[config.mk]
export PLATFORM = sky130hd
export DESIGN_NAME = cacheline_adaptor_flat
export DESIGN_NICKNAME = d
export VERILOG_FILES = /design/src/rtl/cacheline_adaptor_if.sv /design/src/rtl/cacheline_adaptor.sv /design/src/flat_wrapper.sv
export SDC_FILE = /design/constraint.sdc
export NUM_CORES = 1
export LEC_CHECK = 0
export BUFFER_PORTS_ARGS = -buffer_cell sky130_fd_sc_hd__buf_2
export CORE_AREA = 2 2 273 275
export DETAILED_ROUTE_END_ITERATION = 12
export DIE_AREA = 0 0 275 277
export PLACE_DENSITY = 0.52
export REMOVE_ABC_BUFFERS = 1
export SLEW_MARGIN = 5
export SYNTH_ARGS = -nofsm -noshare
export SYNTH_HDL_FRONTEND = slang
export SYNTH_SLANG_ARGS = --single-unit
export TNS_END_PERCENT = 50
[constraint.sdc]
create_clock -name clk -period 2.8 [get_ports clk]
set_input_delay 0.14 -clock clk [delete_from_list [all_inputs] [get_ports clk]]
set_output_delay 0.14 -clock clk [all_outputs]
set_load 0.01 [all_outputs]
[src/rtl/cacheline_adaptor_if.sv]
// Handshake bundles on either side of the cache-line adaptor: the line-wide
// arbiter port and the beat-wide burst memory bus.

interface line_port_if #(
   parameter int LINE_WIDTH = 256,
   parameter int ADDR_WIDTH = 32
);
   logic [ADDR_WIDTH-1:0] line_addr_i;
   logic                  line_read_i;
   logic                  line_write_i;
   logic [LINE_WIDTH-1:0] line_wdata_i;
   logic [LINE_WIDTH-1:0] line_rdata_o;
   logic                  line_resp_o;

   modport master (
      output line_addr_i, line_read_i, line_write_i, line_wdata_i,
      input  line_rdata_o, line_resp_o
   );
   modport slave (
      input  line_addr_i, line_read_i, line_write_i, line_wdata_i,
      output line_rdata_o, line_resp_o
   );
endinterface

interface burst_mem_if #(
   parameter int BURST_WIDTH = 64,
   parameter int ADDR_WIDTH  = 32
);
   logic [BURST_WIDTH-1:0] mem_rdata_i;
   logic                   mem_resp_i;
   logic [BURST_WIDTH-1:0] mem_wdata_o;
   logic [ADDR_WIDTH-1:0]  mem_addr_o;
   logic                   mem_read_o;
   logic                   mem_write_o;

   modport master (
      input  mem_rdata_i, mem_resp_i,
      output mem_wdata_o, mem_addr_o, mem_read_o, mem_write_o
   );
   modport slave (
      output mem_rdata_i, mem_resp_i,
      input  mem_wdata_o, mem_addr_o, mem_read_o, mem_write_o
   );
endinterface

[src/rtl/cacheline_adaptor.sv]
// Splits one cache-line read or write into a fixed-length burst of beats and
// returns a single-cycle completion pulse to the arbiter.

module cacheline_adaptor #(
   parameter int LINE_WIDTH  = 256,
   parameter int BURST_WIDTH = 64,
   parameter int ADDR_WIDTH  = 32
) (
   input  logic         clk,
   input  logic         rst,
   line_port_if.slave   line,
   burst_mem_if.master  mem
);
   localparam int BEATS    = LINE_WIDTH / BURST_WIDTH;
   localparam int CNT_W    = $clog2(BEATS);
   localparam int OFFSET_W = $clog2(LINE_WIDTH / 8);
   localparam logic [ADDR_WIDTH-1:0] LINE_MASK = ~ADDR_WIDTH'((2 ** OFFSET_W) - 1);
   localparam logic [CNT_W-1:0]      LAST_BEAT = CNT_W'(BEATS - 1);

   typedef enum logic [1:0] {IDLE, RD_BURST, WR_BURST, DONE} state_t;

   state_t                state_q;
   logic [CNT_W-1:0]      cnt_q;
   logic [ADDR_WIDTH-1:0] addr_q;
   logic [LINE_WIDTH-1:0] wline_q;
   logic [LINE_WIDTH-1:0] rline_q;
   logic                  read_q;
   logic                  write_q;
   logic                  resp_q;
   logic [BURST_WIDTH-1:0] wbeat [BEATS];

   generate
      for (genvar gi = 0; gi < BEATS; gi++) begin : g_wbeat
         assign wbeat[gi] = wline_q[gi*BURST_WIDTH +: BURST_WIDTH];
      end
   endgenerate

   // Write data follows the beat counter, so beat 0 is on the bus as soon as
   // the write request rises.
   assign mem.mem_wdata_o  = wbeat[cnt_q];
   assign mem.mem_addr_o   = addr_q;
   assign mem.mem_read_o   = read_q;
   assign mem.mem_write_o  = write_q;
   assign line.line_rdata_o = rline_q;
   assign line.line_resp_o  = resp_q;

   always_ff @(posedge clk or negedge rst) begin
      if (!rst) begin
         state_q <= IDLE;
         cnt_q   <= '0;
         addr_q  <= '0;
         wline_q <= '0;
         rline_q <= '0;
         read_q  <= 1'b0;
         write_q <= 1'b0;
         resp_q  <= 1'b0;
      end else begin
         resp_q <= 1'b0;
         case (state_q)
            IDLE: begin
               cnt_q <= '0;
               // A write takes priority; a concurrent read is re-presented later.
               if (line.line_write_i) begin
                  addr_q  <= line.line_addr_i & LINE_MASK;
                  wline_q <= line.line_wdata_i;
                  write_q <= 1'b1;
                  state_q <= WR_BURST;
               end else if (line.line_read_i) begin
                  addr_q  <= line.line_addr_i & LINE_MASK;
                  read_q  <= 1'b1;
                  state_q <= RD_BURST;
               end
            end
            RD_BURST: begin
               if (mem.mem_resp_i) begin
                  rline_q[cnt_q*BURST_WIDTH +: BURST_WIDTH] <= mem.mem_rdata_i;
                  cnt_q <= cnt_q + CNT_W'(1);
                  if (cnt_q == LAST_BEAT) begin
                     read_q  <= 1'b0;
                     resp_q  <= 1'b1;
                     state_q <= DONE;
                  end
               end
            end
            WR_BURST: begin
               if (mem.mem_resp_i) begin
                  cnt_q <= cnt_q + CNT_W'(1);
                  if (cnt_q == LAST_BEAT) begin
                     write_q <= 1'b0;
                     resp_q  <= 1'b1;
                     state_q <= DONE;
                  end
               end
            end
            DONE: begin
               state_q <= IDLE;
            end
            default: begin
               state_q <= IDLE;
            end
         endcase
      end
   end
endmodule

[src/flat_wrapper.sv]
// flat-port wrapper written by rule: the top's interface ports become plain ports
module cacheline_adaptor_flat 
#(
   parameter int LINE_WIDTH  = 256,
   parameter int BURST_WIDTH = 64,
   parameter int ADDR_WIDTH  = 32
)
  (clk, rst, line_line_addr_i, line_line_read_i, line_line_write_i, line_line_wdata_i, line_line_rdata_o, line_line_resp_o, mem_mem_rdata_i, mem_mem_resp_i, mem_mem_wdata_o, mem_mem_addr_o, mem_mem_read_o, mem_mem_write_o);
  line_port_if #(.LINE_WIDTH(LINE_WIDTH), .ADDR_WIDTH(ADDR_WIDTH)) line_i ();
  burst_mem_if #(.BURST_WIDTH(BURST_WIDTH), .ADDR_WIDTH(ADDR_WIDTH)) mem_i ();
  input  logic clk;
  input  logic rst;
  input wire logic [$bits(line_i.line_addr_i)-1:0] line_line_addr_i;
  input wire logic [$bits(line_i.line_read_i)-1:0] line_line_read_i;
  input wire logic [$bits(line_i.line_write_i)-1:0] line_line_write_i;
  input wire logic [$bits(line_i.line_wdata_i)-1:0] line_line_wdata_i;
  output wire logic [$bits(line_i.line_rdata_o)-1:0] line_line_rdata_o;
  output wire logic [$bits(line_i.line_resp_o)-1:0] line_line_resp_o;
  input wire logic [$bits(mem_i.mem_rdata_i)-1:0] mem_mem_rdata_i;
  input wire logic [$bits(mem_i.mem_resp_i)-1:0] mem_mem_resp_i;
  output wire logic [$bits(mem_i.mem_wdata_o)-1:0] mem_mem_wdata_o;
  output wire logic [$bits(mem_i.mem_addr_o)-1:0] mem_mem_addr_o;
  output wire logic [$bits(mem_i.mem_read_o)-1:0] mem_mem_read_o;
  output wire logic [$bits(mem_i.mem_write_o)-1:0] mem_mem_write_o;
  assign line_i.line_addr_i = line_line_addr_i;
  assign line_i.line_read_i = line_line_read_i;
  assign line_i.line_write_i = line_line_write_i;
  assign line_i.line_wdata_i = line_line_wdata_i;
  assign line_line_rdata_o = line_i.line_rdata_o;
  assign line_line_resp_o = line_i.line_resp_o;
  assign mem_i.mem_rdata_i = mem_mem_rdata_i;
  assign mem_i.mem_resp_i = mem_mem_resp_i;
  assign mem_mem_wdata_o = mem_i.mem_wdata_o;
  assign mem_mem_addr_o = mem_i.mem_addr_o;
  assign mem_mem_read_o = mem_i.mem_read_o;
  assign mem_mem_write_o = mem_i.mem_write_o;
  cacheline_adaptor #(.LINE_WIDTH(LINE_WIDTH), .BURST_WIDTH(BURST_WIDTH), .ADDR_WIDTH(ADDR_WIDTH)) u_core (.clk(clk), .rst(rst), .line(line_i), .mem(mem_i));
endmodule
==> out/results.tsv, run 1 <==
stage	metric	value	unit
place	Detailed Place HPWL	48.4	mm
min_path	hold crit path type	primary input to flip-flop	
synthesis	leading cell types by count after synthesis	dfrtp_1, mux2_2, a22o_1, nand2_1, mux4_2	
sta	# setup viols final	0	
global_route	GR peak layer	met2	
power	pwr dens	993	nW/um^2
setup_path	crit end category	output pin	
final_layout	multi-input logic area	7670	um^2
flow_run	Max Cap Viol	0	
sta	fin worst setup slack	234	ps
sta	RSZ-0062 raised after global routing	no	
setup_path	required time worst endpoint	2660	ps
final_layout	Area Growth Syn to Fin	47.0	%
run_status	status	completed	
clock_tree	Clock Tree Buf Depth	3	
routing	ANT nets after route	0	
routing	Via Count	16296	
final_layout	share of post-route cells with drive strength above 1	47.1	%
place	Placed Instances	3047	
clock_tree	clock sink count	546	
routing	final wirelength	72.3	mm
floorplan	row count	100	
global_route	met1 GRT Util	21.2	%
sta	Fmax	390	MHz
setup_path	Worst setup startpoint	u_core.cnt_q[0]$_DFFE_PN0P_	
synthesis	post-synthesis async set-or-reset flop share	100	%
min_path	hold path startpoint	line_line_read_i	
synthesis	Post-Synthesis Cells	1445	
synthesis	count leader, synth	dfrtp_1	
floorplan	Starting Density	29.6	%
routing	DRC viols	0	
floorplan	Die ar.	76200	um^2
global_route	largest net degree at the start of global routing	98	
setup_path	flop-to-flop setup slack	400	ps
final_layout	Layout Nets	2859	
final_layout	Fillers	6757	
place	I/O Buffers	701	
setup_path	r2r worst-path depth	6	
power	peak supply drop	0.644	mV
synthesis	Synth area leader	dfrtp_1	
floorplan	Top-Level Pins	712	
sta	Tightest Pin Transition	1000	ps
final_layout	register area	13700	um^2
global_route	initial antenna violation count	9	
sta	max_slew headroom	33.2	%
min_path	Hold Crit Endpoint	u_core.mem.mem_read_o$_DFFE_PN0P_	
setup_path	kind of critical path	flip-flop to output pin	
sta	skew final	18.3	ps
sta	Tcrit/Tclk final	91.7	%
global_route	global-route wire length before repair	109	mm
clock_tree	htree depth	2	
setup_path	worst r2r src	u_core.cnt_q[0]$_DFFE_PN0P_	
place	GPL Wtd Cong	0.808	
sta	Hold Slack	64.6	ps
sta	clock period minus worst slack	2570	ps
sta	Slew Limit Fails	0	
clock_tree	Clock Latency Late Sink	630	ps
floorplan	Die H	277	um
synthesis	largest cells by area after synthesis	dfrtp_1, mux2_2, a22o_1	
power	P_leak	15.4	nW
synthesis	Post-synth EDFFs	0	
global_route	met2 global-route usage	31.8	%
setup_path	reg2reg end	u_core.line.line_rdata_o[41]$_DFFE_PN0P_	
min_path	WHS Path Cells	4	
synthesis	number of synthesized register bits	546	
routing	drt via density	4.64	
clock_tree	CTS root buf	clkbuf_16	
setup_path	CP arrival	2430	ps
place	post-place setup slack	414	ps
global_route	All-Layer GR Usage	18.5	%
floorplan	Die X	275	um
synthesis	Yosys top cell area share	62.7	%
synthesis	post-synthesis area per instance	15.1	um^2
routing	DR iter-0 viols	759	
global_route	met3 Track Usage GR	6.56	%
synthesis	mapped cell area	21800	um^2
synthesis	Yosys cell types	33	
floorplan	CORE AREA	73600	um^2
clock_tree	TritonCTS Buffers	60	
setup_path	Setup crit start kind	flip-flop	
global_route	vias in the first global route	18162	
clock_tree	CTS tree	built	
synthesis	YS warnings	0	
clock_tree	Reg clk slew, reported paths	60	ps
final_layout	fin cells	3513	
synthesis	register area share after synthesis	62.7	%
routing	drt first pass iters	4	
sta	Final Hold Vio Count	0	
routing	average routed wire per standard cell	20.6	um
global_route	GR Overflow Total	0	
synthesis	ys flop type	dfrtp_1	
setup_path	CP max FO	54	
==> layer usage <==
| metal | part of all wire (%) | up-vias |
|---|---|---|
| li1 | - | 7378 |
| met2 | 49 | 605 |
| met4 | 2.9 | 0 |
| met1 | 39 | 8190 |
| met3 | 9.2 | 123 |
| met5 | 0 | - |
==> layout make-up <==
cell class,instances,share of cell area [%]
diodes,11,0.0859
clock buffers,92,5.60
clock inverters,13,0.484
inverters,6,0.0703
multi-input cells,788,24.0
flip-flops and latches,546,42.7
well taps,969,3.79
repair buffers,1088,23.3
==> registers in the layout, indices dropped and copies added, names as in the netlist <==
signal	count
u_core.line.line_rdata_o	256
u_core.wline_q	256
u_core.mem.mem_addr_o	27
u_core.cnt_q	2
u_core.state_q	2
u_core.line.line_resp_o	1
u_core.mem.mem_read_o	1
u_core.mem.mem_write_o	1
==> worst max-delay path by stage <==
stage | to | depth (start not counted) | slack [ps]
floorplan | u_core.line.line_rdata_o[254]$_DFFE_PN0P_ | 4 | -6370
global placement | u_core.line.line_rdata_o[15]$_DFFE_PN0P_ | 6 | 490
detailed placement | u_core.line.line_rdata_o[41]$_DFFE_PN0P_ | 6 | 410
CTS | mem_mem_wdata_o[32] | 3 | 140
global route | mem_mem_wdata_o[32] | 3 | 100
finish | mem_mem_wdata_o[32] | 3 | 230
==> logic make-up (layout without fill, tap and decap cells) <==
logic type      Yosys count  after routing  share of synthesized area (%)
flops                   546            546                           62.7
compound gates          263            263                           9.46
buf+inv                 115           1199                           2.56
simple gates            156            156                           3.08
fa+ha+maj                12             12                          0.689
mux                     352            352                           21.5
other cells               1             16                         0.0172
==> critical path, cell delays in order, from the launching register on <==
cell and delay, ps:
dfrtp_4 500, buf_12 390, mux4_2 650, buf_2 180
==> power by group <==
part / internal [mW] / total [mW] / switching, mW
Combinational: 6.15 / 11.4 / 5.29
Clock: 4.58 / 7.79 / 3.21
Sequential: 11.0 / 12.6 / 1.61
==> repair_timing <==
item | in CTS | in global routing
resized for setup | 0 | 0
hold buffers | 350 | 0
endpoints found under the hold margin | 608 | 0
setup buffers | 0 | 0
==> placed cells by master, fill, tap and decap left out, types with 4 or more instances in the layout <==
| cell | instances |
|---|---|
| buf_2 | 700 |
| dfrtp_1 | 544 |
| dlygate4sd3_1 | 350 |
| mux2_2 | 287 |
| a22o_1 | 188 |
| nand2_1 | 134 |
| mux4_2 | 64 |
| clkbuf_16 | 61 |
| o21ai_0 | 55 |
| buf_4 | 23 |
| clkbuf_1 | 16 |
| clkbuf_8 | 15 |
| buf_12 | 14 |
| ha_1 | 12 |
| diode_2 | 11 |
| o21ai_1 | 11 |
| clkinv_2 | 7 |
| a32o_1 | 5 |
| conb_1 | 5 |
| inv_1 | 4 |
| nand3_4 | 4 |
| nand2b_1 | 4 |
==> metrics by stage <==
stage	area [um^2]	setup TNS [ps]	total power, mW	utilization [%]
2_1_floorplan	21300	-2210700	19.3	-
3_3_place_gp	26500	0	23.4	36.1
3_5_place_dp	26500	0	23.8	36.1
4_1_cts	32000	0	32.2	43.5
5_1_grt	32000	0	33.6	43.5
6_report	32000	0	31.8	43.5
No activity file was read; power rests on OpenSTA's default activity.
==> run 2: changes to the inputs <==
--- a/config.mk
+++ b/config.mk
@@ -6,10 +6,10 @@
 export NUM_CORES = 1
 export LEC_CHECK = 0
 export BUFFER_PORTS_ARGS = -buffer_cell sky130_fd_sc_hd__buf_2
-export CORE_AREA = 2 2 273 275
+export CORE_AREA = 2 2 279 281
 export DETAILED_ROUTE_END_ITERATION = 12
-export DIE_AREA = 0 0 275 277
-export PLACE_DENSITY = 0.52
+export DIE_AREA = 0 0 281 283
+export PLACE_DENSITY = 0.5
 export REMOVE_ABC_BUFFERS = 1
 export SLEW_MARGIN = 5
 export SYNTH_ARGS = -nofsm -noshare
==> constraint.sdc (replaced) <==
create_clock -name clk -period 3 [get_ports clk]
set_input_delay 0.6 -clock clk [delete_from_list [all_inputs] [get_ports clk]]
set_output_delay 0.6 -clock clk [all_outputs]
set_load 0.01 [all_outputs]
==> run 2 against run 1 <==
Count of clock-buffer cells in the layout decreased by 2; cell count decreased by 7.4%; register-to-register slack improved by 80 ps; core utilization decreased by 5.8 points; worst setup slack got worse by 110 ps; power decreased by 5.5%; sequential power decreased by 6%; via count decreased by 7.3%; die area increased by 4.4%; critical endpoint is now mem_mem_wdata_o[39].
==> out/results.tsv, run 2 (synthesis gave the netlist of run 1 again) <==
stage	metric	value	unit	change
run_status	status	completed		
final_layout	Area Growth Syn to Fin	33.0	%	
sta	skew final	28.3	ps	+9.98 ps
clock_tree	CTS root buf	clkbuf_16		
routing	average routed wire per standard cell	20.9	um	+1.7%
setup_path	worst r2r src	u_core.cnt_q[0]$_DFFE_PN0P_		
power	total power	30.1	mW	-5.5%
final_layout	fin cells	3253		-7.4%
min_path	WHS Path Cells	2		-2
setup_path	kind of critical path	flip-flop to output pin		
sta	Slew Limit Fails	0		unchanged
routing	drt first pass iters	5		+1
global_route	global-route wire length before repair	102	mm	-5.8%
floorplan	Die X	281	um	+2.2%
flow_run	Max Cap Viol	0		unchanged
setup_path	flop-to-flop setup slack	480	ps	+80 ps
routing	DRC viols	0		unchanged
setup_path	CP arrival	2280	ps	-150 ps
min_path	Hold Crit Endpoint	u_core.mem.mem_addr_o[11]$_DFFE_PN0P_		
power	P_leak	14.1	nW	-8.3%
place	Detailed Place HPWL	48.0	mm	-0.68%
routing	WL met1	26.6	mm	-5.3%
final_layout	commonest cells after routing, fill and taps aside	buf_2, dfrtp_1, mux2_2		
sta	RSZ-0062 raised after global routing	no		
global_route	All-Layer GR Usage	16.7	%	-1.8 points
global_route	initial antenna violation count	20		+11
global_route	GR Overflow Total	0		unchanged
global_route	largest net degree at the start of global routing	83		-15%
place	post-place setup slack	479	ps	+65.6 ps
setup_path	required time worst endpoint	2400	ps	-260 ps
floorplan	Die H	283	um	+2.2%
sta	setup total negative slack	0	ps	unchanged
routing	Highest Signal Layer	met5		
routing	Detail Route met2 WL	32.6	mm	-8.2%
clock_tree	htree depth	2		unchanged
floorplan	Die ar.	79500	um^2	+4.4%
clock_tree	Reg clk slew, reported paths	60	ps	about the same
place	Placed Instances	3128		+2.7%
sta	clock period minus worst slack	2880	ps	
final_layout	leading cell type in the layout, fill and taps excluded	buf_2		
floorplan	Starting Density	28.4	%	-1.2 points
place	I/O Buffers	701		unchanged
setup_path	r2r worst-path depth	7		+1
routing	drt via density	4.65		+0.16%
floorplan	CORE AREA	76700	um^2	+4.3%
power	peak supply drop	0.501	mV	-22%
clock_tree	TritonCTS Buffers	61		+1.7%
routing	Via Count	15114		-7.3%
final_layout	share of post-route cells with drive strength above 1	55.1	%	+8.0 points
clock_tree	clock sink count	546		unchanged
place	GPL Wtd Cong	0.791		-2.1%
routing	final wirelength	68.1	mm	-5.9%
routing	ANT nets after route	0		unchanged
min_path	hold path startpoint	line_line_addr_i[11]		
power	pwr dens	1040	nW/um^2	+4.5%
setup_path	crit end category	output pin		
sta	Final Hold Vio Count	0		unchanged
routing	met3 wire length	6.56	mm	-0.95%
clock_tree	Clock Latency Late Sink	640	ps	about the same
sta	max_slew headroom	36.3	%	+3.1 points
setup_path	CP max FO	15		-72%
sta	# setup viols final	0		unchanged
routing	DR iter-0 viols	573		-25%
floorplan	row count	102		+2.0%
setup_path	reg2reg end	u_core.line.line_rdata_o[77]$_DFFE_PN0P_		
global_route	vias in the first global route	16417		-9.6%
clock_tree	Clock Tree Buf Depth	3		unchanged
sta	fin worst setup slack	122	ps	-111 ps
sta	Fmax	347	MHz	
final_layout	Layout Nets	2522		-12%
min_path	hold crit path type	primary input to flip-flop		
sta	Hold Slack	207	ps	+143 ps
floorplan	Top-Level Pins	712		unchanged
clock_tree	CTS tree	built		
sta	Tightest Pin Transition	955	ps	-46.5 ps
setup_path	Setup crit start kind	flip-flop		
sta	Tcrit/Tclk final	95.9	%	
==> run 2: changes by cell type in the layout (fill, tap and decap cells not counted), sizes merged <==
cell and delta:
buf +11, bufinv +6, clkbuf -2, clkinv +7
diode -2, dlygate4sd3 -349, inv -2
==> run 2: cell type report <==
type,instances,area (um^2)
Clock inverter,24,385
Antenna cell,9,22.5
Timing Repair Buffer,750,4170
Fill cell,7495,47700
Sequential cell,546,13700
Multi-Input combinational cell,788,7630
Tap cell,1040,1300
Inverter,6,22.5
Clock buffer,90,1780
==> run 2: through the flow <==
stage	utilization (%)	cell area, um^2
global route	37.8	29000
finish	37.8	29000
detailed placement	34.9	26800
global placement	34.9	26800
CTS	37.7	28900
floorplan	-	21300
==> run 2: repair_timing <==
item | CTS | global route
hold buffers | 1 | 0
gates resized for setup | 0 | 2
endpoints found under the setup margin | 45 | 4
buffers inserted | 1 | 0
hold endpoints to repair | 2 | 0
==> run 2: report_power, final <==
group	leakage (nW)	total, mW	internal [mW]	switching (mW)
clock	1.06	7.94	4.80	3.14
sequential	6.96	11.8	10.2	1.57
combinational	6.09	10.3	5.55	4.78
==> run 2: worst max-delay path by stage <==
| stage | startpoint | end |
|---|---|---|
| finish | u_core.cnt_q[0]$_DFFE_PN0P_ | mem_mem_wdata_o[39] |
| global route | u_core.cnt_q[0]$_DFFE_PN0P_ | mem_mem_wdata_o[39] |
| CTS | u_core.cnt_q[0]$_DFFE_PN0P_ | mem_mem_wdata_o[38] |
| floorplan | u_core.cnt_q[0]$_DFFE_PN0P_ | u_core.line.line_rdata_o[254]$_DFFE_PN0P_ |
| detailed placement | u_core.cnt_q[0]$_DFFE_PN0P_ | u_core.line.line_rdata_o[171]$_DFFE_PN0P_ |
| global placement | u_core.cnt_q[0]$_DFFE_PN0P_ | u_core.line.line_rdata_o[170]$_DFFE_PN0P_ |
==> run 2: critical path: stages, from the launching register on <==
cell and delay [ps]:
dfrtp_4 620, buf_12 240, mux4_2 580, buf_2 170
==> run 2: routing by layer <==
layer / global-route usage (%) / vias up
li1: - / 6726
met1: 19.9 / 7642
met2: 27.5 / 595
met3: 6.24 / 131
met4: 5.92 / 20
met5: 0 / -
